<file path="config.mk">
export PLATFORM = sky130hd
export DESIGN_NAME = y86_instr_encoder
export DESIGN_NICKNAME = d
export VERILOG_FILES = /design/src/rtl/y86_instr_encoder.sv
export SDC_FILE = /design/constraint.sdc
export NUM_CORES = 1
export LEC_CHECK = 0
export CAP_MARGIN = 0
export CELL_PAD_IN_SITES_DETAIL_PLACEMENT = 0
export CELL_PAD_IN_SITES_GLOBAL_PLACEMENT = 1
export CORE_MARGIN = 5
export CORE_UTILIZATION = 34
export DETAILED_ROUTE_END_ITERATION = 8
export PLACE_DENSITY = 0.74
export SETUP_SLACK_MARGIN = 0.1
export SYNTH_ARGS = -nofsm -noshare
export SYNTH_HDL_FRONTEND = slang
export SYNTH_SLANG_ARGS = --single-unit
</file>
<file path="constraint.sdc">
create_clock -name clk -period 4.15 [get_ports clk]
set_clock_uncertainty 0.15 [all_clocks]
set_input_delay 0.83 -clock clk [delete_from_list [all_inputs] [get_ports clk]]
set_output_delay 0.83 -clock clk [all_outputs]
set_load 0.05 [all_outputs]
</file>
<file path="src/rtl/y86_instr_encoder.sv">
// Y86-64 instruction encoder: serialises icode/ifun/rA/rB/valC into the byte
// stream that fetch decodes, one instruction-memory byte write per cycle.
module y86_instr_encoder #(
    parameter logic [63:0] BASE_ADDR = 64'd32,
    parameter int unsigned MEM_BYTES = 1024
) (
    input  logic        clk,
    input  logic        rst_n,
    input  logic        in_valid,
    output logic        in_ready,
    input  logic [3:0]  in_icode,
    input  logic [3:0]  in_ifun,
    input  logic [3:0]  in_rA,
    input  logic [3:0]  in_rB,
    input  logic [63:0] in_valC,
    input  logic        addr_load,
    input  logic [63:0] addr_load_val,
    output logic        wr_en,
    output logic [63:0] wr_addr,
    output logic [7:0]  wr_data,
    input  logic        wr_ready,
    output logic        busy,
    output logic        instr_done,
    output logic        err,
    output logic [1:0]  err_code,
    output logic [63:0] next_addr
);

    localparam logic [3:0] IC_IRMOVQ = 4'h3;
    localparam logic [3:0] IC_PUSHQ  = 4'hA;
    localparam logic [3:0] IC_POPQ   = 4'hB;
    localparam int         MAX_LEN   = 10;

    localparam logic [1:0] ERR_NONE  = 2'd0;
    localparam logic [1:0] ERR_INSTR = 2'd1;
    localparam logic [1:0] ERR_BOUND = 2'd2;

    typedef enum logic {
        S_IDLE,
        S_EMIT
    } state_e;

    state_e      r_state;
    logic        r_ready;
    logic        r_busy;
    logic        r_done;
    logic        r_err;
    logic [1:0]  r_err_code;
    logic [63:0] r_next_addr;
    logic        r_wr_en;
    logic [63:0] r_wr_addr;
    logic [7:0]  r_wr_data;
    logic [3:0]  r_idx;
    logic [3:0]  r_len;
    logic [7:0]  r_image [MAX_LEN];

    logic [3:0]  w_len;
    logic        w_fields_ok;
    logic        w_has_reg;
    logic        w_has_valc;
    logic        w_valc_after_reg;
    logic [3:0]  w_reg_a;
    logic [3:0]  w_reg_b;
    logic [7:0]  w_image [MAX_LEN];
    logic [63:0] w_base;
    logic [64:0] w_end;
    logic        w_oob;
    logic        w_accept;
    logic        w_last;
    logic [3:0]  w_idx_nxt;

    function automatic logic [3:0] f_len(input logic [3:0] icode);
        case (icode)
            4'h0, 4'h1, 4'h9:       return 4'd1;
            4'h2, 4'h6, 4'hA, 4'hB: return 4'd2;
            4'h7, 4'h8:             return 4'd9;
            4'h3, 4'h4, 4'h5:       return 4'd10;
            default:                return 4'd1;
        endcase
    endfunction

    function automatic logic f_fields_ok(input logic [3:0] icode, input logic [3:0] ifun);
        case (icode)
            4'h2, 4'h7: return ifun <= 4'd6;
            4'h6:       return ifun <= 4'd3;
            4'h0, 4'h1, 4'h3, 4'h4, 4'h5, 4'h8, 4'h9, 4'hA, 4'hB:
                        return ifun == 4'd0;
            default:    return 1'b0;
        endcase
    endfunction

    assign w_len            = f_len(in_icode);
    assign w_fields_ok      = f_fields_ok(in_icode, in_ifun);
    assign w_has_reg        = (in_icode inside {4'h2, 4'h3, 4'h4, 4'h5, 4'h6, 4'hA, 4'hB});
    assign w_valc_after_reg = (in_icode inside {4'h3, 4'h4, 4'h5});
    assign w_has_valc       = w_valc_after_reg || (in_icode inside {4'h7, 4'h8});
    assign w_reg_a          = (in_icode == IC_IRMOVQ) ? 4'hF : in_rA;
    assign w_reg_b          = (in_icode == IC_PUSHQ || in_icode == IC_POPQ) ? 4'hF : in_rB;

    // A same-cycle pointer load takes effect before the instruction is placed.
    assign w_base   = addr_load ? addr_load_val : r_next_addr;
    assign w_end    = {1'b0, w_base} + {61'd0, w_len};
    assign w_oob    = w_end > 65'(MEM_BYTES);
    assign w_accept = in_valid && r_ready && (r_state == S_IDLE);

    assign w_last    = (r_idx == r_len - 4'd1);
    assign w_idx_nxt = r_idx + 4'd1;

    // NOTE: every always_comb output gets a default first so no latch is inferred.
    always_comb begin
        for (int i = 0; i < MAX_LEN; i++) begin
            w_image[i] = 8'h00;
        end
        w_image[0] = {in_icode, in_ifun};
        if (w_has_reg) begin
            w_image[1] = {w_reg_a, w_reg_b};
        end
        if (w_has_valc) begin
            for (int i = 0; i < 8; i++) begin
                if (w_valc_after_reg) begin
                    w_image[2 + i] = in_valC[8*i +: 8];
                end else begin
                    w_image[1 + i] = in_valC[8*i +: 8];
                end
            end
        end
    end

    // NOTE: the byte image is plain storage with no reset; it is always
    // rewritten at accept before any of it is read.
    always_ff @(posedge clk) begin
        if (w_accept) begin
            r_image <= w_image;
        end
    end

    // NOTE: state registers use non-blocking assignments only.
    always_ff @(posedge clk or negedge rst_n) begin
        if (!rst_n) begin
            r_state     <= S_IDLE;
            r_ready     <= 1'b0;
            r_busy      <= 1'b0;
            r_done      <= 1'b0;
            r_err       <= 1'b0;
            r_err_code  <= ERR_NONE;
            r_next_addr <= BASE_ADDR;
            r_wr_en     <= 1'b0;
            r_wr_addr   <= 64'd0;
            r_wr_data   <= 8'h00;
            r_idx       <= 4'd0;
            r_len       <= 4'd0;
        end else begin
            r_done <= 1'b0;
            r_err  <= 1'b0;
            case (r_state)
                S_IDLE: begin
                    r_ready <= 1'b1;
                    r_busy  <= 1'b0;
                    if (addr_load) begin
                        r_next_addr <= addr_load_val;
                    end
                    if (w_accept) begin
                        if (!w_fields_ok) begin
                            r_err      <= 1'b1;
                            r_err_code <= ERR_INSTR;
                        end else if (w_oob) begin
                            r_err      <= 1'b1;
                            r_err_code <= ERR_BOUND;
                        end else begin
                            r_state    <= S_EMIT;
                            r_ready    <= 1'b0;
                            r_busy     <= 1'b1;
                            r_wr_en    <= 1'b1;
                            r_wr_addr  <= w_base;
                            r_wr_data  <= w_image[0];
                            r_idx      <= 4'd0;
                            r_len      <= w_len;
                            r_err_code <= ERR_NONE;
                        end
                    end
                end
                S_EMIT: begin
                    // Address and data stay put until the memory takes the byte.
                    if (r_wr_en && wr_ready) begin
                        r_next_addr <= r_next_addr + 64'd1;
                        if (w_last) begin
                            r_state <= S_IDLE;
                            r_wr_en <= 1'b0;
                            r_busy  <= 1'b0;
                            r_ready <= 1'b1;
                            r_done  <= 1'b1;
                        end else begin
                            r_idx     <= w_idx_nxt;
                            r_wr_addr <= r_next_addr + 64'd1;
                            r_wr_data <= r_image[w_idx_nxt];
                        end
                    end
                end
                default: r_state <= S_IDLE;
            endcase
        end
    end

    assign in_ready   = r_ready;
    assign busy       = r_busy;
    assign instr_done = r_done;
    assign err        = r_err;
    assign err_code   = r_err_code;
    assign next_addr  = r_next_addr;
    assign wr_en      = r_wr_en;
    assign wr_addr    = r_wr_addr;
    assign wr_data    = r_wr_data;

endmodule

</file>
==> run metrics <==
Post-Route Setup TNS -9.60 ns; full die area slightly below 50000 um2; clk_lat worst skew 0.57 ns; via/cell ratio roughly 5.4; fraction of layout cells with a size suffix above 1 0.273; Crit path buffers/inverters 7; Detailed Place HPWL 46500 um; number of diodes 0; Rows 77; Worst Setup End Kind flip-flop; status finished, violations left; Avg Cell Area, Syn 9.74 um2; starting density of the core 0.345; headroom to the max-slew limit 0.317; CTS sink count 231; largest net degree at the start of global routing 88; height of the chip approximately 220 um; CTS Root Cell clkbuf_16; initial antenna violation count 2; worst min path class in -> async; Worst VDD drop 0.288 mV; Crit path max-delay family simple AND/OR/NAND/NOR gates; max-slew violation count 0; Overflow after GRT 0; final net count 2285; gpl congestion 0.954; final core utilization 0.508; CP Data Required Time 4.44 ns; final period utilization 1.04; worst-path maximum fanout 5; via count 14800; synthesized flop and latch total approximately 230; gr usage total 0.234; Worst Setup Path Type in -> reg; Crit-path slowest cell fa_2; Power per Cell Area roughly 380 nW/um2; Startpoint Class input pin; Max Cap Viol 0; number of iterations in the first detailed-routing pass 8; synth unique cells between 70 and 80; Post-Syn Area about 15000 um2; Core Region ~44000 um2; Avg WL per Cell 22.1 um; CTS tree done; H-tree depth 1; Pwr Total 0.00859 W; max incr delay on CP 0.41 ns; Main synth FF type dfrtp_1; residual DRC count 0; Layout area overhead 47.4%; Seq/Total Area, Yosys 0.404; hold slack 0.228 ns; Final Worst Setup Slack -0.173 ns; Hold Buf Count CTS 0; PortBufs 291; worst-case clock buffer depth 3; critical path arrival 4.61 ns; Post-synth ARST share 0.654; failing checks setup timing; f_max around 230 MHz; number of warnings issued by yosys 0; 1st-iter DRT viols 1107; first-pass GRT wire length roughly 91000 um; Final Hold Viols 0; post-synthesis cell count 1570; CTS Buf Count 26; worst path cell trace buf_8 -> buf_6 -> a21oi_4 -> ha_4 -> inv_2 -> fa_2 -> nor2b_4 -> a21o_1 -> nand4_1 -> buf_4 -> buf_6 -> nor4b_4 -> mux2_4 -> nor4_4 -> nand4_1 -> nor4_4 -> o21ai_4 -> buf_8 -> clkbuf_16 -> mux2_4; EDFF count, synth 80; final WL between 60000 and 70000 um; setup violators final between 70 and 80; via count of the first global-routing pass 15100; IO Pins 292; Mapped Nets 1726; remaining antenna violation count 0; P_leak 9.64 nW; Die X 222 um; RSZ-0062 raised after global routing yes; fin crit period around 4.3 ns; Worst-path clk slew roughly 0.06 ns; worst slew pin tran 1.03 ns
[registers in the layout, indices dropped and copies added (netlist names)]
name / count
err_code: 2
err: 1
r_len: 3
r_state: 1
next_addr: 64
r_idx: 4
wr_addr: 64
instr_done: 1
wr_data: 8
busy: 1
in_ready: 1
wr_en: 1
r_image: 80
[stage by stage]
stage               cell area (um2)  setup WS [ns]  std cells
floorplan                     15400          -1.05       1570
global placement              20900          -1.35       2658
finish                        22500         -0.173       2739
global route                  22500         -0.312       2739
detailed placement            20900          -1.44       2658
CTS                           22300         -0.127       2728
[synthesized netlist by cell type, types with 9 or more instances]
master	instances	area, um2
edfxtp_1	80	2400
mux2_2	85	957
buf_2	15	75.1
nor3_1	25	125
nand4b_1	10	87.6
and2_1	16	100
mux4_2	16	360
a22oi_1	23	173
a22o_1	59	517
dfrtp_1	150	3750
xnor2_1	49	429
a21oi_1	81	405
a211oi_1	10	75.1
clkbuf_1	61	229
and3_1	26	163
o21ai_0	66	330
xor2_1	46	403
nand3b_1	24	180
nor2_1	85	319
nor4_1	14	87.6
mux2_4	40	601
nand2_1	186	698
nand4_1	52	325
buf_1	16	60.1
nor2b_1	9	56.3
nand3_1	84	420
a31oi_1	9	56.3
inv_1	50	188
mux2i_1	54	541
[metal layers]
layer  GRT usage  vias up  part of all wire
met1       0.313     7221              0.43
met3      0.0495      111             0.071
met5           0        -           0.00035
met2       0.382      541              0.46
li1            -     6953                 -
met4      0.0736        4             0.037
[path summary, 6_finish.rpt]
path                                           from                        end  slack, ns  cells after the start
max                                     in_icode[2]    wr_addr[17]$_DFFE_PN0P_      -0.17                     20
max in group asynchronous                     rst_n  next_addr[46]$_DFFE_PN0P_       2.80                      2
min                                           rst_n    wr_addr[19]$_DFFE_PN0P_       0.23                      1
max reg2reg                next_addr[0]$_DFFE_PN0P_    wr_addr[17]$_DFFE_PN0P_          0                     18
min reg2reg                 wr_addr[62]$_DFFE_PN0P_    wr_addr[62]$_DFFE_PN0P_       0.36                      1
min in group clk                        in_icode[0]      r_image[76]$_DFFE_PP_       0.31                      1
[cell type report]
cell class | count | area (um2)
flip-flops and latches | 231 | 6190
clock buffers | 39 | 761
multi-input cells | 1186 | 8780
clock inverters | 7 | 60.1
well taps | 592 | 741
inverters | 51 | 200
repair buffers | 633 | 5800
fillers | 4094 | 21800
[cell families after synthesis]
kind of cell / share of synthesized area
mux: 0.161
flops: 0.404
fa+ha+maj: 0.00622
buf+inv: 0.0431
compound gates: 0.143
simple gates: 0.188
xor+xnor: 0.0544
[power breakdown]
group	switching [W]	total [W]	internal (W)
logic	0.00202	0.00340	0.00138
clock network	0.000960	0.00223	0.00127
registers	0.000246	0.00297	0.00272
total	0.00323	0.00859	0.00537
[timing repair]
action,in CTS,in global routing
endpoints found under the setup margin,85,84
cloned,7,3
pin swaps,24,19
setup buffers,18,11
resized for setup,84,32
[placed cells by master (no fill, tap or decap), types with 54 or more instances in the layout]
master,instances
a21oi_1,77
a22o_1,59
buf_4,316
clkdlybuf4s50_1,279
dfrtp_1,149
edfxtp_1,80
mux2_2,80
mux2i_1,54
nand2_1,182
nand3_1,81
nor2_1,83
o21ai_0,63
(Power assumes the default switching activity.)
